**src/rtl/vi_pkg.sv**
```systemverilog
// Shared types and constants for the VI frame-sync receiver.
package vi_pkg;

    typedef enum logic [1:0] {
        SEARCH = 2'd0,
        VERIFY = 2'd1,
        LOCKED = 2'd2
    } vi_state_t;

    localparam int VI_PULSES_PER_FRAME = 40;
    localparam int VI_SLOT_W           = 6;

endpackage

```
**src/rtl/vi_edge_sync.sv**
```systemverilog
// iVI conditioning: 2-FF synchronizer, optional 2-sample glitch filter
// (VI_GLITCH_FILTER_EN) and a rising-edge strobe to the decoder.
module vi_edge_sync (
    input  logic clk,
    input  logic rst,
    input  logic i_vi,
    output logic o_edge
);

    logic r_sync1;
    logic r_sync2;
    logic r_level;
    logic w_level;

`ifdef VI_GLITCH_FILTER_EN
    logic r_sync3;

    // Delayed copy of the synchronized level, so two consecutive samples can be compared
    always_ff @(posedge clk) begin
        if (rst) begin
            r_sync3 <= 1'b0;
        end else begin
            r_sync3 <= r_sync2;
        end
    end

    // Level changes only once two consecutive samples agree
    always_comb begin
        if (r_sync2 == r_sync3) begin
            w_level = r_sync2;
        end else begin
            w_level = r_level;
        end
    end
`else
    always_comb begin
        w_level = r_sync2;
    end
`endif

    always_ff @(posedge clk) begin
        if (rst) begin
            r_sync1 <= 1'b0;
            r_sync2 <= 1'b0;
            r_level <= 1'b0;
        end else begin
            r_sync1 <= i_vi;
            r_sync2 <= r_sync1;
            r_level <= w_level;
        end
    end

    assign o_edge = w_level & ~r_level;

endmodule

```
**src/rtl/vi_frame_sync.sv**
```systemverilog
// VI frame-sync receiver: measures pulse spacing, treats an overlong interval as the
// frame marker, tracks slot index and lock. Optional input filter: VI_GLITCH_FILTER_EN.
module vi_frame_sync
    import vi_pkg::*;
#(
    parameter int PULSES_PER_FRAME = VI_PULSES_PER_FRAME,
    parameter int CNT_W            = 16,
    parameter int LOCK_FRAMES      = 2,
    parameter int TIMEOUT_CYC      = 1024
) (
    input  logic                 clk,
    input  logic                 rst,
    input  logic                 iVI,
    output logic                 oPulse,
    output logic                 oFrame,
    output logic [VI_SLOT_W-1:0] oSlot,
    output logic                 oLocked,
    output logic                 oErr
);

    localparam int                   GOOD_W    = (LOCK_FRAMES < 2) ? 1 : $clog2(LOCK_FRAMES + 1);
    localparam logic [VI_SLOT_W-1:0] LAST_SLOT = VI_SLOT_W'(PULSES_PER_FRAME - 2);
    localparam logic [CNT_W-1:0]     TMO_VAL   = CNT_W'(TIMEOUT_CYC);
    localparam logic [CNT_W-1:0]     IVL_MAX   = {CNT_W{1'b1}};
    localparam logic [GOOD_W-1:0]    GOOD_LOCK = GOOD_W'(LOCK_FRAMES);

    logic                 w_edge, w_gap, w_norm, w_tmo, w_last, w_err, w_frame;
    logic [CNT_W:0]       w_thresh;
    vi_state_t            r_state, w_state_nxt;
    logic [GOOD_W-1:0]    r_good, w_good_nxt, w_good_inc;
    logic [CNT_W-1:0]     r_ivl, r_nom;
    logic [VI_SLOT_W-1:0] r_slot;
    logic                 r_pulse, r_frame, r_locked, r_err;

    vi_edge_sync u_edge (
        .clk    (clk),
        .rst    (rst),
        .i_vi   (iVI),
        .o_edge (w_edge)
    );

    // Gap threshold is 1.5x the nominal period, one bit wider so it cannot wrap
    assign w_thresh   = {1'b0, r_nom} + {2'b00, r_nom[CNT_W-1:1]};
    assign w_gap      = w_edge & (r_nom != {CNT_W{1'b0}}) & ({1'b0, r_ivl} > w_thresh);
    assign w_norm     = w_edge & ~w_gap;
    assign w_tmo      = ~w_edge & (r_ivl == TMO_VAL);
    assign w_last     = (r_slot == LAST_SLOT);
    assign w_good_inc = r_good + GOOD_W'(1);

    always_ff @(posedge clk) begin
        if (rst) begin
            r_state <= SEARCH;
            r_good  <= {GOOD_W{1'b0}};
        end else begin
            r_state <= w_state_nxt;
            r_good  <= w_good_nxt;
        end
    end

    always_comb begin
        w_state_nxt = r_state;
        w_good_nxt  = r_good;
        if (w_tmo) begin
            w_state_nxt = SEARCH;
            w_good_nxt  = {GOOD_W{1'b0}};
        end else if (w_gap) begin
            case (r_state)
                SEARCH: begin
                    w_state_nxt = VERIFY;
                    w_good_nxt  = {GOOD_W{1'b0}};
                end
                VERIFY, LOCKED: begin
                    if (!w_last) begin
                        w_state_nxt = VERIFY;
                        w_good_nxt  = {GOOD_W{1'b0}};
                    end else if (r_state == VERIFY) begin
                        w_good_nxt = w_good_inc;
                        if (w_good_inc >= GOOD_LOCK) begin
                            w_state_nxt = LOCKED;
                        end else begin
                            w_state_nxt = VERIFY;
                        end
                    end else begin
                        w_state_nxt = LOCKED;
                    end
                end
                default: begin
                    w_state_nxt = SEARCH;
                    w_good_nxt  = {GOOD_W{1'b0}};
                end
            endcase
        end else if (w_norm && w_last && (r_state != SEARCH)) begin
            // Expected gap did not arrive
            w_state_nxt = SEARCH;
            w_good_nxt  = {GOOD_W{1'b0}};
        end else begin
            w_state_nxt = r_state;
        end
    end

    always_comb begin
        w_err   = 1'b0;
        w_frame = 1'b0;
        if (w_tmo) begin
            w_err = 1'b1;
        end else if (r_state != SEARCH) begin
            if (w_gap) begin
                w_err   = ~w_last;
                w_frame = w_last & (w_state_nxt == LOCKED);
            end else if (w_norm && w_last) begin
                w_err = 1'b1;
            end else begin
                w_err = 1'b0;
            end
        end else begin
            w_err = 1'b0;
        end
    end

    always_ff @(posedge clk) begin
        if (rst) begin
            r_ivl    <= {CNT_W{1'b0}};
            r_nom    <= {CNT_W{1'b0}};
            r_slot   <= {VI_SLOT_W{1'b0}};
            r_pulse  <= 1'b0;
            r_frame  <= 1'b0;
            r_locked <= 1'b0;
            r_err    <= 1'b0;
        end else begin
            if (w_edge) begin
                r_ivl <= CNT_W'(1);
            end else if (r_ivl != IVL_MAX) begin
                r_ivl <= r_ivl + CNT_W'(1);
            end else begin
                r_ivl <= r_ivl;
            end

            if (w_tmo) begin
                r_nom <= {CNT_W{1'b0}};
            end else if (w_norm) begin
                r_nom <= r_ivl;
            end else begin
                r_nom <= r_nom;
            end

            if (w_gap) begin
                r_slot <= {VI_SLOT_W{1'b0}};
            end else if (w_edge) begin
                r_slot <= r_slot + VI_SLOT_W'(1);
            end else begin
                r_slot <= r_slot;
            end

            r_pulse  <= w_edge;
            r_frame  <= w_frame;
            r_err    <= w_err;
            r_locked <= (r_state == LOCKED);
        end
    end

    assign oPulse  = r_pulse;
    assign oFrame  = r_frame;
    assign oSlot   = r_slot;
    assign oLocked = r_locked;
    assign oErr    = r_err;

endmodule
```
**config.mk**
```make
export PLATFORM = sky130hd
export DESIGN_NAME = vi_frame_sync
export DESIGN_NICKNAME = d
export VERILOG_FILES = /design/src/rtl/vi_pkg.sv /design/src/rtl/vi_edge_sync.sv /design/src/rtl/vi_frame_sync.sv
export SDC_FILE = /design/constraint.sdc
export NUM_CORES = 1
export LEC_CHECK = 0
export ABC_AREA = 1
export CAP_MARGIN = 20
export CORE_ASPECT_RATIO = 1.1
export CORE_MARGIN = 5
export CORE_UTILIZATION = 62
export CTS_BUF_LIST = sky130_fd_sc_hd__clkbuf_16
export CTS_CLUSTER_SIZE = 28
export DETAILED_ROUTE_END_ITERATION = 6
export GPL_ROUTABILITY_DRIVEN = 0
export PLACE_DENSITY = 0.93
export SLEW_MARGIN = 20
export SYNTH_ARGS = -nofsm -noshare
export SYNTH_HDL_FRONTEND = slang
export SYNTH_SLANG_ARGS = --single-unit
```
**constraint.sdc**
```tcl
create_clock -name clk -period 3.6 [get_ports clk]
set_input_delay 0.9 -clock clk [delete_from_list [all_inputs] [get_ports clk]]
set_output_delay 0.9 -clock clk [all_outputs]
set_load 0.02 [all_outputs]
```
==> results of run 1 <==
-- kinds of logic after synthesis --
kind of cell | Yosys count | synth area share (%)
AOI/OAI and AO/OA | 96 | 15.2
xor gates and xnor gates | 24 | 6.07
adders and majority gates | 50 | 18.3
buffers and inverters | 75 | 8.64
DFF | 49 | 28.3
and+or+nand+nor | 162 | 23.5
-- synth_stat cells, drive strengths merged (2+ instances only) --
master  count
a211oi      2
a21oi      52
a31oi       4
buf         4
dfxtp      49
ha         49
inv        69
nand2      76
nand3      18
nand4      12
nor2       33
nor3       16
nor4        3
o211ai      2
o21ai      30
or2         2
xnor2       5
xor2       19
-- final timing paths --
check                  from              to  slack [ps]  depth (start not counted)
min          u_edge.r_sync1  u_edge.r_sync2         420                          2
max reg2reg        r_nom[2]        r_nom[0]         140                         18
min reg2reg  u_edge.r_sync1  u_edge.r_sync2         420                          2
max                r_nom[2]        r_nom[0]         140                         18
-- metrics by stage --
step	TNS [ps]	total power, W	cells	setup slack [ps]	util, %
after global placement	0	0.000771	539	266	67.6
after global routing	-114	0.00138	549	-37.8	72.1
after detailed placement	0	0.000782	539	25.0	67.6
after CTS	0	0.00131	546	37.7	70.8
after floorplan	0	0.000735	456	547	-
final	0	0.00132	549	136	72.1
-- registers in the layout, summed over array words and instances, names as in the netlist --
| name | count |
|---|---|
| r_ivl | 16 |
| r_nom | 16 |
| oSlot | 6 |
| r_good | 2 |
| r_state | 2 |
| oErr | 1 |
| oFrame | 1 |
| oLocked | 1 |
| oPulse | 1 |
| u_edge.r_level | 1 |
| u_edge.r_sync1 | 1 |
| u_edge.r_sync2 | 1 |
-- per-layer routing --
| layer | track usage (%) | up-vias | part of all wire (%) |
|---|---|---|---|
| li1 | - | 1549 | - |
| met1 | 29.9 | 1506 | 41 |
| met2 | 42.7 | 137 | 50 |
| met3 | 4.58 | 38 | 6.0 |
| met4 | 10.3 | 0 | 3.5 |
| met5 | 0 | - | 0 |
-- power by group through the flow --
stage / sequential (W) / clock (W) / combinational, W
2_1_floorplan: 0.000583 / 0 / 0.000152
3_3_place_gp: 0.000584 / 0 / 0.000187
3_5_place_dp: 0.000585 / 0 / 0.000197
4_1_cts: 0.000573 / 0.000529 / 0.000204
5_1_grt: 0.000575 / 0.000559 / 0.000244
6_report: 0.000573 / 0.000524 / 0.000218
-- critical path, delay by kind of cell (launching register included) --
| family | cells | cell delay (ps) |
|---|---|---|
| AOI/OAI and AO/OA | 6 | 1020 |
| adders and majority gates | 2 | 650 |
| buffers and inverters | 1 | 80 |
| xor gates and xnor gates | 1 | 230 |
| and+or+nand+nor | 8 | 1030 |
| DFF | 1 | 380 |
-- final cells by class --
| class | count | area (µm²) | area share (%) |
|---|---|---|---|
| Clock buffer | 5 | 125 | 3.22 |
| Clock inverter | 2 | 35.0 | 0.901 |
| Inverter | 70 | 263 | 6.76 |
| Multi-Input combinational cell | 334 | 2250 | 58.0 |
| Sequential cell | 49 | 982 | 25.3 |
| Tap cell | 75 | 93.8 | 2.41 |
| Timing Repair Buffer | 14 | 135 | 3.47 |
-- what timing repair did --
action,4_1_cts,5_1_grt
pin swaps,0,4
gates cloned,0,2
endpoints found under the setup margin,16,28
resized for setup,2,10
setup buffers,0,1
hold endpoints to repair,0,0
==> impl_metrics.env, run 1 <==
export IMPL_drcViolationCount=0
export IMPL_leakage_nw=1.73
export IMPL_synth_edf_count=0
export IMPL_grt_overflow_total=0
export IMPL_worst_pin_slew_ps=595
export IMPL_clockBufferDepth=2
export IMPL_cts_made_buffers=5
export IMPL_finalMaxSlewViolations=0
export IMPL_start_util_pct=64.1
export IMPL_power_density_nw_per_um2=338
export IMPL_internal_power_w=0.000958
export IMPL_ant_nets=0
export IMPL_fin_crit_sh_pct=96.2
export IMPL_clock_sinks=49
export IMPL_synth_cell_types=41
export IMPL_routed_wirelength_um=8410
export IMPL_worst_path_max_delay_cell="dfxtp_2"
export IMPL_hp_class="reg2reg"
export IMPL_required_ps=3810
export IMPL_synth_top_area_share_pct=28.3
export IMPL_path_class="reg2reg"
export IMPL_grt_pass1_vias=3155
export IMPL_p_comb_share_pct=16.6
export IMPL_p_sw_w=0.000358
export IMPL_cts_clk_slew_worst_paths_ps=70
export IMPL_clk_latency_ps=290
export IMPL_diodes=0
export IMPL_synthesis_nets=509
export IMPL_ir_drop_mv=0.313
export IMPL_nFillCells=393
export IMPL_clock_skew_ps=4.67
export IMPL_netlist_instances=456
export IMPL_synth_top_cell_by_area="dfxtp_1"
export IMPL_grt_pass1_wl_um=14000
export IMPL_nNetsFinal=527
export IMPL_synthArstFlopShare_pct=0
export IMPL_avgSynthCellArea_um2=7.59
export IMPL_core_area_um2=5400
export IMPL_areaGrowthSynthToFinish_pct=12.4
export IMPL_ys_seq_elements=49
export IMPL_swShare_pct=27.2
export IMPL_die_h_um=88.4
export IMPL_cp_slowest_stage_delay_ps=380
export IMPL_ys_top_cells_by_area="dfxtp_1 28%, ha_1 18%, nand2_1 7.5%"
export IMPL_h_tree_depth=2
export IMPL_antenna_found_initial=0
export IMPL_final_common_cell="nand2_1"
export IMPL_status="finished clean"
export IMPL_finalHoldViolCount=0
export IMPL_arrival_ps=3670
export IMPL_layout_drive_gt1_share_pct=10.8
export IMPL_cp_start_kind="flip-flop"
export IMPL_postCtsHoldBufs=0
export IMPL_root_buffer="clkbuf_16"
export IMPL_finalSetupViolCount=0
export IMPL_dpl_hpwl_um=5760
export IMPL_die_area_um2=7180
export IMPL_postLayoutCellArea_um2=3890
export IMPL_synth_area_um2=3460
export IMPL_io_pins=13
export IMPL_fmax_ghz=0.289
export IMPL_final_cell_mix="67 x nand2_1, 63 x inv_1, 49 x ha_1"
export IMPL_die_w_um=81.2
export IMPL_worstSetupEndpointType="flip-flop"
export IMPL_viasPerCell=5.88
export IMPL_portBuffers=12
export IMPL_whs_ps=416
export IMPL_post_route_min_period_ps=3460
export IMPL_num_rows=28
export IMPL_dr_pass1_iters=5
export IMPL_drv_cap=0
export IMPL_synth_warnings=0
export IMPL_path_cells="inv_1 -> ha_1 -> a21oi_2 -> nand2_2 -> a21oi_2 -> o21ai_1 -> a31oi_1 -> xor2_1 -> ha_1 -> nand2_1 -> and3b_1 -> nand4_1 -> nand2_2 -> nor2_4 -> nand2_8 -> nand2_8 -> o21ai_0 -> a21oi_1"
export IMPL_grt_max_degree=33
export IMPL_grt_use_total_pct=24.7
export IMPL_wl_per_cell_um=15.3
export IMPL_vias=3230
export IMPL_seqPwrFrac_pct=43.6
export IMPL_synth_top_flop_cell="dfxtp_1"
export IMPL_post_dp_cell_area_um2=3650
export IMPL_yosysSeqAreaShare_pct=28.3
export IMPL_power_share_clock_pct=39.9
export IMPL_crit_fanout=9
export IMPL_drtIter0Drc=290
export IMPL_cts_tree="yes"
export IMPL_maxSlewHeadroom_pct=60.0
Power figures use the tool's default switching activity.
==> inputs of run 2 (changes only) <==
--- a/config.mk
+++ b/config.mk
@@ -5,7 +5,6 @@
 export SDC_FILE = /design/constraint.sdc
 export NUM_CORES = 1
 export LEC_CHECK = 0
-export ABC_AREA = 1
 export CAP_MARGIN = 20
 export CORE_ASPECT_RATIO = 1.1
 export CORE_MARGIN = 5
@@ -13,7 +12,6 @@
 export CTS_BUF_LIST = sky130_fd_sc_hd__clkbuf_16
 export CTS_CLUSTER_SIZE = 28
 export DETAILED_ROUTE_END_ITERATION = 6
-export GPL_ROUTABILITY_DRIVEN = 0
 export PLACE_DENSITY = 0.93
 export SLEW_MARGIN = 20
 export SYNTH_ARGS = -nofsm -noshare
==> run 2 against run 1 <==
  * The run now ends with negative setup slack left
  * Sequential cell count did not move
  * Hold slack improved by 26 ps
  * Synthesized cell count fell by 7.5%
==> impl_metrics.env, run 2 <==
export IMPL_status="complete, but fails checks"
export IMPL_violations="negative setup slack"
export IMPL_h_tree_depth=2
export IMPL_min_from="u_edge.r_sync1"
export IMPL_hp_class="reg2reg"
export IMPL_grt_pass1_wl_um=15200
export IMPL_total_power_w=0.00114
export IMPL_worst_pin_slew_ps=622
export IMPL_grt_use_met2_pct=43.2
export IMPL_die_area_um2=7450
export IMPL_grt_use_total_pct=25.8
export IMPL_synth_area_um2=3610
export IMPL_fin_crit_sh_pct=107
export IMPL_arrival_ps=4080
export IMPL_die_w_um=82.8
export IMPL_gp_congestion=0.953
export IMPL_seq_area_um2=990
export IMPL_vias=3353
export IMPL_synth_top_area_share_pct=27.2
export IMPL_grt_pass1_vias=3252
export IMPL_synthesis_nets=475
export IMPL_wl_per_cell_um=18.8
export IMPL_cts_tree="yes"
export IMPL_final_common_cell="ha_1"
export IMPL_finalHoldViolCount=0
export IMPL_num_rows=29
export IMPL_clockBufferDepth=2
export IMPL_clk_latency_ps=300
export IMPL_crit_fanout=12
export IMPL_drtIter0Drc=289
export IMPL_met1_usage_pct=29.1
export IMPL_finalSetupViolCount=28
export IMPL_top_usage_layer="met2"
export IMPL_path_class="reg2reg"
export IMPL_nFillCells=395
export IMPL_power_density_nw_per_um2=265
export IMPL_maxSlewHeadroom_pct=58.1
export IMPL_cts_made_buffers=5
export IMPL_leakage_nw=1.61
export IMPL_synth_edf_count=0
export IMPL_io_pins=13
export IMPL_ys_top_cells_by_count="49 x dfxtp_1, 49 x ha_1, 47 x nand2_1"
export IMPL_synth_cell_types=55
export IMPL_core_area_um2=5730
export IMPL_postCtsHoldBufs=0
export IMPL_synthArstFlopShare_pct=0
export IMPL_antenna_found_initial=0
export IMPL_routed_wirelength_um=9940
export IMPL_diodes=0
export IMPL_die_h_um=90.0
export IMPL_finalMaxSlewViolations=0
export IMPL_avgSynthCellArea_um2=8.56
export IMPL_viasPerCell=6.34
export IMPL_rsz0062_at_grt="true"
export IMPL_whs_ps=441
export IMPL_grt_max_degree=37
export IMPL_ys_seq_elements=49
export IMPL_grtUsageMet3_pct=5.30
export IMPL_post_route_min_period_ps=3860
export IMPL_netlist_instances=422
export IMPL_start_util_pct=63.0
export IMPL_drcViolationCount=0
export IMPL_required_ps=3820
export IMPL_grt_overflow_total=0
export IMPL_portBuffers=12
export IMPL_layout_drive_gt1_share_pct=16.4
export IMPL_dr_pass1_iters=7
export IMPL_dpl_hpwl_um=6180
export IMPL_ant_nets=0
export IMPL_drv_cap=0
export IMPL_fmax_ghz=0.259
export IMPL_synth_warnings=0
export IMPL_synth_top_flop_cell="dfxtp_1"
export IMPL_worstSetupEndpointType="flip-flop"
export IMPL_final_util_pct=74.7
export IMPL_setup_ws_ps=-265
export IMPL_worstSetupStartpoint="r_nom[11]"
export IMPL_cts_clk_slew_worst_paths_ps=70
export IMPL_ir_drop_mv=0.254
export IMPL_r2r_start="r_nom[11]"
export IMPL_areaGrowthSynthToFinish_pct=18.6
export IMPL_multi_input_area_um2=2610
export IMPL_root_buffer="clkbuf_16"
export IMPL_place_ws_ps=-249
export IMPL_cp_start_kind="flip-flop"
export IMPL_yosysSeqAreaShare_pct=27.2
export IMPL_nNetsFinal=504
export IMPL_synth_top_cell_by_area="dfxtp_1"
export IMPL_clock_sinks=49
export IMPL_final_cell_mix="48 x ha_1, 47 x nand2_1, 44 x dfxtp_1"
export IMPL_clock_skew_ps=6.81
export IMPL_ys_top_cells_by_area="dfxtp_1 27%, ha_1 17%, mux2i_1 5.5%"
==> run 2: changes by cell type in the layout (fill, tap and decap cells not counted), moves of 8 or more <==
cell     before  now
nor2b_1       0    8
mux2i_1       0   18
buf_4         2   16
inv_1        63   27
nand2_1      67   47
o21ai_1      18    0
a21oi_1      45   14
xor2_1       19    9
xnor2_1       5   18
==> run 2: metrics by stage <==
stage / instance area (µm²) / TNS (ps) / std cells
6_report: 4280 / -4630 / 529
5_1_grt: 4280 / -9010 / 529
4_1_cts: 4130 / -103 / 525
3_5_place_dp: 3900 / -5120 / 514
3_3_place_gp: 3900 / -38.9 / 514
2_1_floorplan: 3620 / 0 / 422
==> run 2: where the power goes <==
group	switching [W]	leakage, nW	total (W)	internal (W)
clock	0.000235	0.0708	0.000498	0.000263
combinational	0.0000486	1.14	0.0000826	0.0000339
sequential	0.00000812	0.399	0.000555	0.000547
==> run 2: final timing paths <==
check | to | slack (ps) | cells after the start
max | r_nom[1] | -260 | 15
min | u_edge.r_sync2 | 440 | 1
max reg2reg | r_nom[1] | -260 | 15
min reg2reg | u_edge.r_sync2 | 440 | 1
==> run 2: what timing repair did <==
action | in CTS | in global routing
resized for setup | 16 | 26
pin swaps | 11 | 14
setup buffers | 3 | 3
setup endpoints to repair | 28 | 28
gates cloned | 0 | 1
==> run 2: critical path, stage by stage, from the launching register on <==
cell and delay (ps):
dfxtp_1 410, inv_1 70, ha_1 340, nand2_1 170
o21ai_0 500, o21ai_2 220, nor4_1 240, a211oi_1 80
ha_1 360, nand4_1 130, nor4_1 310, a21oi_1 120
o211a_4 190, a21oi_4 200, buf_12 180, mux2i_4 250
==> run 2: kinds of logic (layout without fill, tap and decap cells) <==
| logic type | after synthesis | after routing | share of synthesized area, % |
|---|---|---|---|
| AOI/OAI and AO/OA | 75 | 75 | 15.6 |
| xor gates and xnor gates | 27 | 27 | 6.55 |
| buffers and inverters | 39 | 69 | 4.54 |
| and+or+nand+nor | 162 | 162 | 23.1 |
| adders and majority gates | 50 | 50 | 17.5 |
| muxes | 20 | 20 | 5.54 |
| DFF | 49 | 49 | 27.2 |
==> run 2: cell type report <==
cell class                      instances  area share (%)
Multi-Input combinational cell        334            60.8
Sequential cell                        49            23.1
Timing Repair Buffer                   34            7.92
Clock buffer                            5            2.92
Inverter                               27            2.37
Tap cell                               77            2.25
Clock inverter                          3           0.584
==> run 2: metal layers <==
layer / vias to the layer above / wire (µm)
met1: 1566 / 3810
met5: - / 0
met2: 164 / 4810
met3: 68 / 575
li1: 1555 / -
met4: 0 / 741
